[src/rtl/multiplier_ieee754_pkg.sv]
// Shared definitions for the binary32 multiplier core.
// Contents: FSM state encoding, binary32 field widths and bias, the canonical
// quiet NaN and +Inf encodings, and helpers that slice a binary32 word into
// its sign, biased exponent and fraction fields.
package multiplier_ieee754_pkg;

  typedef enum logic [2:0] {
    IDLE  = 3'd0,
    CHECK = 3'd1,
    MULT  = 3'd2,
    NORM  = 3'd3,
    ROUND = 3'd4,
    DONE  = 3'd5
  } state_t;

  localparam int          BIAS    = 127;
  localparam int          EXP_W   = 8;
  localparam int          FRAC_W  = 23;
  localparam logic [31:0] QNAN    = 32'h7FC0_0000;
  localparam logic [31:0] POS_INF = 32'h7F80_0000;

  function automatic logic f_sign(input logic [31:0] x);
    return x[31];
  endfunction

  function automatic logic [EXP_W-1:0] f_exp(input logic [31:0] x);
    return x[30:23];
  endfunction

  function automatic logic [FRAC_W-1:0] f_frac(input logic [31:0] x);
    return x[22:0];
  endfunction

endpackage

[src/rtl/multiplier_ieee754_round.sv]
// Round-to-nearest, ties-to-even for a normalised 24-bit significand.
// Ports:
//   sig    - normalised significand, hidden bit in sig[23]
//   guard  - first bit below the LSB
//   sticky - OR of every bit below the guard bit
//   frac   - rounded 23-bit fraction (wraps to 0 on carry)
//   carry  - rounding overflowed the significand; exponent must step by one
module multiplier_ieee754_round
  import multiplier_ieee754_pkg::*;
(
  input  logic [23:0]       sig,
  input  logic              guard,
  input  logic              sticky,
  output logic [FRAC_W-1:0] frac,
  output logic              carry
);

  logic round_up;

  // Increment when above half, or exactly half with an odd LSB.
  assign round_up = guard & (sticky | sig[0]);

  // Fraction wraps to zero when all ones are incremented; that is exactly
  // the carry case, where the renormalised value is 1.0 * 2^(exp+1).
  assign frac  = sig[FRAC_W-1:0] + {{(FRAC_W-1){1'b0}}, round_up};
  assign carry = round_up & (&sig);

endmodule

[src/rtl/multiplier_ieee754_core.sv]
// Multi-cycle binary32 multiplier driven by a level request.
// Flow: IDLE latches operands on in_rdy, then CHECK / MULT / NORM / ROUND
// each take one edge, and DONE presents the product until in_rdy drops.
// Latency is fixed at 5 edges from the sampling edge to res_rdy for every
// input, special cases included. Denormal inputs are flushed to zero and
// results that would be denormal are flushed to signed zero.
// Ports:
//   pclk    - clock, rising edge
//   presetn - synchronous active-low reset, clears all state
//   op1/op2 - binary32 operands, sampled only in IDLE
//   in_rdy  - operands valid; held high by the requester until res_rdy
//   res     - registered binary32 product
//   res_rdy - registered, high while the result is presented
module multiplier_ieee754_core
  import multiplier_ieee754_pkg::*;
#(
  parameter int SIZE = 32  // only binary32 is supported
) (
  input  logic            pclk,
  input  logic            presetn,
  input  logic [SIZE-1:0] op1,
  input  logic [SIZE-1:0] op2,
  input  logic            in_rdy,
  output logic [SIZE-1:0] res,
  output logic            res_rdy
);

  state_t state_q, state_d;

  logic [SIZE-1:0]         a_q, b_q;
  logic                    sign_q;
  logic signed [9:0]       exp_q;
  logic [23:0]             m1_q, m2_q;
  logic [47:0]             prod_q;
  logic [23:0]             sig_q;
  logic                    guard_q, sticky_q;
  logic                    spec_q;
  logic [31:0]             spec_val_q;

  // Operand classification, consumed in CHECK.
  logic [EXP_W-1:0]  e1, e2;
  logic [FRAC_W-1:0] f1, f2;
  logic              sign_c;
  logic              nan1, nan2, inf1, inf2, zero1, zero2;
  logic              spec_c;
  logic [31:0]       spec_val_c;

  always_comb begin
    e1         = f_exp(a_q);
    e2         = f_exp(b_q);
    f1         = f_frac(a_q);
    f2         = f_frac(b_q);
    sign_c     = f_sign(a_q) ^ f_sign(b_q);
    nan1       = (e1 == 8'hFF) && (f1 != '0);
    nan2       = (e2 == 8'hFF) && (f2 != '0);
    inf1       = (e1 == 8'hFF) && (f1 == '0);
    inf2       = (e2 == 8'hFF) && (f2 == '0);
    // A zero exponent covers both true zeros and denormals.
    zero1      = (e1 == '0);
    zero2      = (e2 == '0);
    spec_c     = 1'b0;
    spec_val_c = '0;
    if (nan1 || nan2 || (inf1 && zero2) || (inf2 && zero1)) begin
      spec_c     = 1'b1;
      spec_val_c = QNAN;
    end else if (inf1 || inf2) begin
      spec_c     = 1'b1;
      spec_val_c = {sign_c, POS_INF[30:0]};
    end else if (zero1 || zero2) begin
      spec_c     = 1'b1;
      spec_val_c = {sign_c, 31'd0};
    end
  end

  // Rounding and final exponent range, consumed in ROUND.
  logic [FRAC_W-1:0] frac_rnd;
  logic              carry_rnd;
  logic signed [9:0] exp_fin;
  logic [31:0]       res_c;

  multiplier_ieee754_round u_round (
    .sig    (sig_q),
    .guard  (guard_q),
    .sticky (sticky_q),
    .frac   (frac_rnd),
    .carry  (carry_rnd)
  );

  always_comb begin
    exp_fin = exp_q + $signed({9'd0, carry_rnd});
    res_c   = '0;
    if (spec_q) begin
      res_c = spec_val_q;
    end else if (exp_fin >= 10'sd255) begin
      res_c = {sign_q, POS_INF[30:0]};
    end else if (exp_fin <= 10'sd0) begin
      res_c = {sign_q, 31'd0};
    end else begin
      res_c = {sign_q, exp_fin[EXP_W-1:0], frac_rnd};
    end
  end

  // State register.
  always_ff @(posedge pclk) begin
    if (!presetn) state_q <= IDLE;
    else          state_q <= state_d;
  end

  // Next-state logic; DONE waits for the requester to release in_rdy.
  always_comb begin
    state_d = state_q;
    case (state_q)
      IDLE:    if (in_rdy) state_d = CHECK;
      CHECK:   state_d = MULT;
      MULT:    state_d = NORM;
      NORM:    state_d = ROUND;
      ROUND:   state_d = DONE;
      DONE:    if (!in_rdy) state_d = IDLE;
      default: state_d = IDLE;
    endcase
  end

  // Datapath and output registers, advanced one step per state.
  always_ff @(posedge pclk) begin
    if (!presetn) begin
      a_q        <= '0;
      b_q        <= '0;
      sign_q     <= 1'b0;
      exp_q      <= '0;
      m1_q       <= '0;
      m2_q       <= '0;
      prod_q     <= '0;
      sig_q      <= '0;
      guard_q    <= 1'b0;
      sticky_q   <= 1'b0;
      spec_q     <= 1'b0;
      spec_val_q <= '0;
      res        <= '0;
      res_rdy    <= 1'b0;
    end else begin
      res_rdy <= (state_q == DONE) && in_rdy;
      case (state_q)
        // IDLE: capture operands on request
        IDLE: begin
          if (in_rdy) begin
            a_q <= op1;
            b_q <= op2;
          end
        end
        // CHECK: unpack, biased exponent sum, special-case classification
        CHECK: begin
          sign_q     <= sign_c;
          exp_q      <= $signed({2'b00, e1}) + $signed({2'b00, e2}) - 10'sd127;
          m1_q       <= {1'b1, f1};
          m2_q       <= {1'b1, f2};
          spec_q     <= spec_c;
          spec_val_q <= spec_val_c;
        end
        // MULT: full 48-bit significand product
        MULT: begin
          prod_q <= m1_q * m2_q;
        end
        // NORM: product lies in [1,4); bring it to [1,2) and split off G/S
        NORM: begin
          if (prod_q[47]) begin
            sig_q    <= prod_q[47:24];
            guard_q  <= prod_q[23];
            sticky_q <= |prod_q[22:0];
            exp_q    <= exp_q + 10'sd1;
          end else begin
            sig_q    <= prod_q[46:23];
            guard_q  <= prod_q[22];
            sticky_q <= |prod_q[21:0];
          end
        end
        // ROUND: RNE, range clamp, special-case override
        ROUND: begin
          res <= res_c;
        end
        default: ;
      endcase
    end
  end

endmodule

[config.mk]
export PLATFORM = sky130hd
export DESIGN_NAME = multiplier_ieee754_core
export DESIGN_NICKNAME = d
export VERILOG_FILES = /design/src/rtl/multiplier_ieee754_pkg.sv /design/src/rtl/multiplier_ieee754_round.sv /design/src/rtl/multiplier_ieee754_core.sv
export SDC_FILE = /design/constraint.sdc
export NUM_CORES = 2
export LEC_CHECK = 0
export ABC_AREA = 1
export CELL_PAD_IN_SITES_DETAIL_PLACEMENT = 1
export CELL_PAD_IN_SITES_GLOBAL_PLACEMENT = 1
export CORE_MARGIN = 2
export CORE_UTILIZATION = 30
export CTS_BUF_LIST = sky130_fd_sc_hd__clkbuf_16
export DETAILED_ROUTE_END_ITERATION = 8
export PLACE_DENSITY = 0.6
export SLEW_MARGIN = 30
export SYNTH_ARGS = -nofsm -noshare
export SYNTH_HDL_FRONTEND = slang
export SYNTH_SLANG_ARGS = --single-unit
[constraint.sdc]
create_clock -name pclk -period 14.39 [get_ports pclk]
set_input_delay 2.878 -clock pclk [delete_from_list [all_inputs] [get_ports pclk]]
set_output_delay 2.878 -clock pclk [all_outputs]
set_load 0.005 [all_outputs]
==> impl_metrics.tcl <==
set metrics [dict create \
    cp_data_arrival_time_ps 7050 \
    period_needed_ps 6560 \
    grt_pass1_wl_um 158000 \
    numPortBuffers 99 \
    grt_util_met3 0.0132 \
    yosys.area_share.simple 0.191 \
    ys.flop_type "dfxtp_1" \
    synth_xor_area_frac 0.0101 \
    holdWs_ps 457 \
    vdd.ir_drop.worst_uv 74.2 \
    crit_top_cell "inv_1" \
    syn-cell-area_um2 31000 \
    cts_resized 0 \
    pre_cts_slack_ps 7770 \
    synthMuxAreaShare 0.000323 \
    initialDrtViolationCount 1068 \
    synth_enable_flop_cells 0 \
    syn_area_per_cell_um2 7.17 \
    detail-route-antenna-nets 0 \
    syn_nets 5060 \
    synth.distinct_cells 44 \
    core_area_um2 102000 \
    route.vias.total 25900 \
    synth_compound_area_frac 0.0854 \
    synth_top_family_by_area "adder cells" \
    fin_skew_ps 17.9 \
    rows 117 \
    antenna_found_initial 1 \
    htree_levels 1 \
    gp_congestion 0.849 \
    worst_slack_ps 7830 \
    use_met1 0.252 \
    cp_slowest_cell "dfxtp_2" \
    worstPathMaxFanout 25 \
    powerDensity_nw_per_um2 84.2 \
    final_common_cell "inv_1" \
    start_kind "register" \
    top_usage_layer "met2" \
    cts_buffers 28 \
    path_clk_slew_ps 70 \
    ys_ff_latch 236 \
    worst_slew_pin_slew_ps 840 \
    fmax_mhz 153 \
    hold_buffers 0 \
    rsz0062_at_grt "no" \
    outcome "completed" \
    drt_wl_total_um 96600 \
    detailed_place_hpwl_um 76600 \
    fillCellCount 12700 \
    clk_latency_ps 600 \
    grt_max_degree 100 \
    synth_fa_ha_area_frac 0.391 \
    die-area_um2 106000 \
    drcViolationCount 0 \
    dr.pass1.iters 5 \
    first_global_vias 28000 \
    fin_tns_setup_ps 0 \
    cts_root_buf "clkbuf_16" \
    crit_type "register to register" \
    cts_tree "done" \
    post_cts_buffers 0 \
    io_pins 100 \
    drv_cap 0 \
    grt.total_usage 0.187 \
    worstSetupEndpointType "register" \
    wl_per_cell_um 17.1 \
    required_ps 14880 \
    final_cell_mix "inv_1, nand2_1, fa_1" \
    fin_crit_sh 0.456 \
    initial_core_util 0.303 \
    fin_nets 5014 \
    seq_area_frac_synth 0.153 \
    crit_path_max_incr_delay_ps 770 \
    synthArstFlopShare 0 \
    slew_headroom 0.439 \
    cts.sinks 236 \
    use_met2 0.331 \
    finalHoldViolCount 0 \
    vias_per_cell 4.57 \
    p_leak_nw 18.6 \
    syn2layout_area_growth_pct 10.1 \
    postSynthCellCount 4316 \
    clk_path_buf_depth 3 \
    die_w_um 325 \
    yosysWarnings 0 \
    drive_gt1_frac 0.0289 \
    setup_viol 0 \
    drv_slew 0 \
    hold_path_class "register to register" \
    grt-ovfl-total 0 \
    chipHeight_um 325 \
]
## power breakdown
group | internal (mW) | total [mW] | leakage [nW] | switching (mW)
Combinational | 0.452 | 1.38 | 16.2 | 0.929
Clock | 0.390 | 0.707 | 0.444 | 0.316
Sequential | 0.722 | 0.783 | 1.93 | 0.0604
## path summary, 6_finish.rpt
kind,start,to,slack (ps),depth (start not counted)
max,m1_q[13],prod_q[37],7830,27
min,a_q[31],a_q[31],460,2
max reg2reg,m1_q[13],prod_q[37],7830,27
min reg2reg,a_q[31],a_q[31],460,2
## critical path, delay by kind of cell, from the launching register on
kind	cells	cell delay (ps)
DFF	1	770
and+or+nand+nor	11	1350
adders and majority gates	8	3890
buffers and inverters	8	430
## cell type report
class / instances / area (um^2) / share of cell area
inverters: 1168 / 4390 / 0.129
diodes: 2 / 5.00 / 0.000147
well taps: 1368 / 1710 / 0.0502
clock inverters: 23 / 188 / 0.00551
flip-flops and latches: 236 / 4730 / 0.139
clock buffers: 28 / 701 / 0.0206
repair buffers: 150 / 1380 / 0.0403
multi-input cells: 2686 / 21000 / 0.616
## flip-flops by register name, indices dropped and copies added (netlist names)
register,count
m2_q,23
spec_q,1
state_q,3
res,32
exp_q,10
b_q,32
prod_q,48
res_rdy,1
a_q,32
spec_val_q,3
sign_q,1
sticky_q,1
m1_q,24
guard_q,1
sig_q,24
## cells in the mapped netlist (10+ instances only)
library cell / n / area (um^2)
a21oi_1: 226 / 1130
a31oi_1: 28 / 175
buf_1: 11 / 41.3
clkbuf_1: 202 / 758
dfxtp_1: 236 / 4720
fa_1: 483 / 9670
ha_1: 194 / 2430
inv_1: 1163 / 4370
nand2_1: 1101 / 4130
nand3_1: 119 / 596
nand4_1: 42 / 263
nor2_1: 175 / 657
nor3_1: 11 / 55.1
o21a_1: 10 / 75.1
o21ai_0: 202 / 1010
o21bai_1: 19 / 143
xor2_1: 27 / 236
## metrics by stage
stage / power [mW] / utilization / std cells / area, um^2
finish: 2.87 / 0.334 / 5661 / 34100
global route: 3.12 / 0.334 / 5660 / 34100
CTS: 2.94 / 0.334 / 5659 / 34100
detailed placement: 2.20 / 0.325 / 5608 / 33200
global placement: 2.19 / 0.325 / 5608 / 33200
floorplan: 1.69 / - / 4316 / 31000
## metal layers
layer	share of wire	vias up	wire, um
met4	0.017	0	1670
met2	0.49	298	47300
li1	-	12500	-
met5	0	-	0
met3	0.027	80	2570
met1	0.47	13000	45100
## kinds of logic after synthesis
logic type,count (synthesis)
AO/OA/AOI/OAI,498
XOR/XNOR,35
flip-flops,236
adder cells (fa/ha/maj),677
multiplexers,1
AND/OR/NAND/NOR,1475
buffers and inverters,1394
Power figures use the tool's default switching activity.
